File: src/rtl/lpddr2_avm_master.sv
// Avalon-MM initiator for the LPDDR2 controller command port.
// Converts one-word system requests into single-beat reads and writes, and applies a timeout to read data.
module lpddr2_avm_master #(
   parameter int ADDR_W  = 27,
   parameter int TIMEOUT = 1024
) (
   input  logic              avm_clk,
   input  logic              avm_rst_n,
   input  logic              req_valid,
   output logic              req_ready,
   input  logic              req_write,
   input  logic [31:0]       req_addr,
   input  logic [31:0]       req_wdata,
   input  logic [3:0]        req_be,
   output logic              resp_valid,
   output logic [31:0]       resp_rdata,
   output logic              resp_err,
   input  logic              avm_ready,
   output logic              avm_burstbegin,
   output logic [ADDR_W-1:0] avm_addr,
   input  logic              avm_rdata_valid,
   input  logic [31:0]       avm_rdata,
   output logic [31:0]       avm_wdata,
   output logic [3:0]        avm_be,
   output logic              avm_read_req,
   output logic              avm_write_req,
   output logic              avm_size
);

   localparam int CNT_W = 16;

   typedef enum logic [1:0] {
      S_IDLE  = 2'd0,
      S_CMD   = 2'd1,
      S_RWAIT = 2'd2,
      S_RESP  = 2'd3
   } state_t;

   state_t            r_state;
   state_t            w_state_next;

   logic              r_req_ready;
   logic              r_write;
   logic              r_first;
   logic [ADDR_W-1:0] r_addr;
   logic [31:0]       r_wdata;
   logic [3:0]        r_be;
   logic [CNT_W-1:0]  r_cnt;
   logic              r_stale;
   logic [31:0]       r_resp_rdata;
   logic              r_resp_err;

   logic              w_accept;
   logic              w_cmd_done;
   logic              w_data_ok;
   logic              w_timeout;
   logic              w_unused_addr;

   assign w_unused_addr = ^{req_addr[1:0], req_addr[31:ADDR_W+2]};

   assign w_accept   = (r_state == S_IDLE) && req_valid && r_req_ready;
   assign w_cmd_done = (r_state == S_CMD) && avm_ready;
   // A strobe seen while the stale flag is set belongs to a read that already timed out.
   assign w_data_ok  = avm_rdata_valid && !r_stale;
   assign w_timeout  = (r_cnt == CNT_W'(TIMEOUT - 1)) && !w_data_ok;

   // State register
   always_ff @(posedge avm_clk or negedge avm_rst_n) begin
      if (!avm_rst_n) begin
         r_state <= S_IDLE;
      end else begin
         r_state <= w_state_next;
      end
   end

   // Next-state logic
   always_comb begin
      w_state_next = r_state;
      case (r_state)
         S_IDLE: begin
            if (w_accept) begin
               w_state_next = S_CMD;
            end
         end
         S_CMD: begin
            if (avm_ready) begin
               w_state_next = r_write ? S_RESP : S_RWAIT;
            end
         end
         S_RWAIT: begin
            if (w_data_ok || w_timeout) begin
               w_state_next = S_RESP;
            end
         end
         S_RESP: begin
            w_state_next = S_IDLE;
         end
         default: begin
            w_state_next = S_IDLE;
         end
      endcase
   end

   // Output decode
   always_comb begin
      avm_read_req   = 1'b0;
      avm_write_req  = 1'b0;
      avm_burstbegin = 1'b0;
      resp_valid     = 1'b0;
      case (r_state)
         S_CMD: begin
            avm_read_req   = !r_write;
            avm_write_req  = r_write;
            avm_burstbegin = r_first;
         end
         S_RESP: begin
            resp_valid = 1'b1;
         end
         default: begin
            resp_valid = 1'b0;
         end
      endcase
   end

   always_ff @(posedge avm_clk or negedge avm_rst_n) begin
      if (!avm_rst_n) begin
         r_req_ready <= 1'b0;
         r_write     <= 1'b0;
         r_first     <= 1'b0;
         r_addr      <= '0;
         r_wdata     <= '0;
         r_be        <= '0;
      end else begin
         r_req_ready <= (w_state_next == S_IDLE);
         if (w_accept) begin
            r_write <= req_write;
            r_first <= 1'b1;
            r_addr  <= req_addr[ADDR_W+1:2];
            r_wdata <= req_wdata;
            r_be    <= req_be;
         end else if (r_state == S_CMD) begin
            r_first <= 1'b0;
         end
      end
   end

   // Read timeout counter and stale-data tracking
   always_ff @(posedge avm_clk or negedge avm_rst_n) begin
      if (!avm_rst_n) begin
         r_cnt   <= '0;
         r_stale <= 1'b0;
      end else begin
         if (w_cmd_done && !r_write) begin
            r_cnt <= '0;
         end else if (r_state == S_RWAIT) begin
            r_cnt <= r_cnt + CNT_W'(1);
         end

         if ((r_state == S_RWAIT) && w_timeout) begin
            r_stale <= 1'b1;
         end else if (avm_rdata_valid && r_stale) begin
            r_stale <= 1'b0;
         end
      end
   end

   always_ff @(posedge avm_clk or negedge avm_rst_n) begin
      if (!avm_rst_n) begin
         r_resp_rdata <= '0;
         r_resp_err   <= 1'b0;
      end else begin
         if (w_cmd_done && r_write) begin
            r_resp_err <= 1'b0;
         end else if ((r_state == S_RWAIT) && w_data_ok) begin
            r_resp_rdata <= avm_rdata;
            r_resp_err   <= 1'b0;
         end else if ((r_state == S_RWAIT) && w_timeout) begin
            r_resp_rdata <= '0;
            r_resp_err   <= 1'b1;
         end
      end
   end

   assign req_ready  = r_req_ready;
   assign resp_rdata = r_resp_rdata;
   assign resp_err   = r_resp_err;
   assign avm_addr   = r_addr;
   assign avm_wdata  = r_wdata;
   assign avm_be     = r_be;
   assign avm_size   = 1'b1;

endmodule

File: config.mk
export PLATFORM = sky130hd
export DESIGN_NAME = lpddr2_avm_master
export DESIGN_NICKNAME = d
export VERILOG_FILES = /design/src/rtl/lpddr2_avm_master.sv
export SDC_FILE = /design/constraint.sdc
export NUM_CORES = 1
export LEC_CHECK = 0
export ABC_AREA = 1
export BUFFER_PORTS_ARGS = -buffer_cell sky130_fd_sc_hd__buf_2
export CORE_MARGIN = 4
export CORE_UTILIZATION = 52
export DETAILED_ROUTE_END_ITERATION = 16
export PLACE_DENSITY = 0.87
export SLEW_MARGIN = 20
export SYNTH_ARGS = -nofsm -noshare
export SYNTH_HDL_FRONTEND = slang
export SYNTH_SLANG_ARGS = --single-unit
File: constraint.sdc
create_clock -name avm_clk -period 4.1 [get_ports avm_clk]
set_input_delay 0.82 -clock avm_clk [delete_from_list [all_inputs] [get_ports avm_clk]]
set_output_delay 0.82 -clock avm_clk [all_outputs]
set_load 0.1 [all_outputs]
==> impl_metrics.py <==
metrics = {
    "routing": {
        "antenna_left": 0,
        "vias": 4514,
        "wl_um": 13300,
        "drc": 0,
        "drtIter0Drc": 348,
        "route.detailed.wl_per_inst_um": 14.4,
        "drt-vias-per-instance": 4.91,
        "dr.pass1.iters": 4,
    },
    "synth": {
        "syn_nets": 685,
        "ys_ff_latch": 118,
        "netlist_area_um2": 5130,
        "yosysWarnings": 0,
        "avgSynthCellArea_um2": 8.88,
        "netlist_instances": 578,
        "synth_cell_types": 23,
        "ys_seq_area_share_pct": 57.5,
    },
    "setup_path": {
        "cp_data_required_time_ns": 3.28,
        "critPathSlowestCell": "buf_2",
        "arrival_ns": 1.78,
        "crit_chain": "inv_2 -> nand2_1 -> nor2_1 -> buf_2",
        "crit_family": "buffers and inverters",
        "crit_type": "flip-flop to output pin",
        "cp_max_fo": 6,
        "reg2reg_to": "resp_rdata[0]",
        "r2r-start": "r_state[0]",
        "timing.reg2reg.worst_path_depth": 6,
        "worst_path_largest_cell_delay_ns": 0.46,
        "start_kind": "flip-flop",
        "path_buf_inv": 2,
        "rrSetupSlack_ns": 2.24,
        "end_kind": "output pin",
    },
    "finish": {
        "nets": 885,
        "fill_cells": 701,
        "layout_commonest_cell": "nand2_1",
        "drive_gt1_share_pct": 36.2,
        "num_antenna_cells": 0,
        "syn2layout_area_growth_pct": 31.2,
        "final_cell_mix": "nand2_1, buf_2, dfrtp_1",
    },
    "clock_tree": {
        "cts_hold_repair.buffers": 0,
        "cts_tree": "yes",
        "clk_path_buf_depth": 2,
        "postCtsSetupBuffers": 0,
        "cts_max_level": 4,
        "clock_latency_ns": 0.50,
        "numClockSinks": 118,
        "cts_resized": 0,
        "cts-root-buf": "clkbuf_8",
        "clkTransAtPathRegs_ns": 0.06,
        "cts-buffers-inserted": 17,
    },
    "timing": {
        "tns_ns": 0,
        "period_needed_ns": 2.60,
        "period_share_pct": 63.4,
        "finClkSkew_ns": 0.0143,
        "worst_pin_slew_ns": 1.06,
        "slew_violations": 0,
        "fmax_mhz": 384,
        "setup_viol": 0,
        "finalHoldViolCount": 0,
        "rsz0062_at_grt": "false",
        "relSlewSlack_pct": 29.5,
    },
    "placed_design": {
        "gp_congestion": 0.897,
        "portBuffers": 201,
        "dp_hpwl_um": 9340,
    },
    "grt": {
        "grt_first_pass_wirelength_um": 21400,
        "first_global_vias": 4452,
        "antenna_found_initial": 0,
        "grt_usage_pct": 23.6,
        "gr-total-overflow": 0,
        "grt_max_degree": 86,
    },
    "status": {
        "status": "finished clean",
    },
    "die": {
        "dieWidth_um": 107,
        "ios": 208,
        "die_h_um": 107,
        "floorplan.initialDensity_pct": 54.5,
        "dieArea_um2": 11500,
        "num_rows": 35,
        "coreArea_um2": 9420,
    },
    "hold_path": {
        "hold_class": "primary input to async pin",
    },
    "run": {
        "drv_cap": 0,
    },
}
[per-layer routing]
metal / up-vias / share of wire, % / track usage (%)
met5: - / 0 / 0
met2: 177 / 50 / 40.1
met4: 0 / 2.0 / 9.02
met3: 26 / 7.2 / 6.48
met1: 2107 / 41 / 28.8
li1: 2204 / - / -
[per-stage QoR]
stage | instance area [µm²] | util [%] | hold slack, ns | worst slack, ns | instances
2_1_floorplan | 5130 | - | 0.451 | 1.38 | 578
3_3_place_gp | 6140 | 65.2 | 0.449 | 1.90 | 888
3_5_place_dp | 6140 | 65.2 | 0.453 | 1.87 | 888
4_1_cts | 6730 | 71.5 | 0.470 | 1.47 | 920
5_1_grt | 6730 | 71.5 | 0.417 | 1.41 | 920
6_report | 6730 | 71.5 | 0.363 | 1.50 | 920
[sequential cells by signal (all words and copies together) (netlist names)]
register,flops
req_ready,1
avm_wdata,32
r_write,1
r_state,2
avm_be,4
r_stale,1
r_cnt,16
avm_addr,27
resp_err,1
r_first,1
resp_rdata,32
[synth_stat cells, drive strengths merged]
library cell / count / area, µm²
a21oi: 8 / 40.0
a22o: 1 / 8.76
buf: 24 / 194
conb: 1 / 3.75
dfrtp: 118 / 2950
ha: 1 / 12.5
inv: 23 / 86.3
nand2: 298 / 1140
nand3: 46 / 398
nand4: 9 / 56.3
nor2: 38 / 180
nor3: 2 / 15.0
o21ai: 9 / 45.0
[layout make-up]
cell class,instances,area [µm²],area share [%]
Sequential cell,118,2950,43.9
Multi-Input combinational cell,413,1900,28.3
Clock buffer,19,442,6.56
Tap cell,129,161,2.40
Inverter,23,86.3,1.28
Timing Repair Buffer,205,1040,15.5
Clock inverter,13,145,2.16
[kinds of logic (layout without fill, tap and decap cells)]
family | after synthesis | after routing | synth area share [%]
other | 1 | 1 | 0.0731
AND/OR/NAND/NOR | 393 | 393 | 34.8
AO/OA/AOI/OAI | 18 | 18 | 1.83
flip-flops | 118 | 118 | 57.5
buffers and inverters | 47 | 260 | 5.46
adder cells (fa/ha/maj) | 1 | 1 | 0.244
[how the worst max path moves through the flow]
stage	end	cells past startpoint	from	slack (ns)
detailed placement	r_first	5	req_valid	1.87
floorplan	avm_write_req	3	r_state[1]	1.38
finish	avm_write_req	4	r_state[1]	1.50
CTS	avm_write_req	4	r_state[1]	1.47
global route	avm_write_req	4	r_state[1]	1.41
global placement	r_first	5	req_valid	1.90
Power is left out: the tool's default activity adds up to more than one toggle a clock period on the data nets, which glitch-free logic cannot reach.
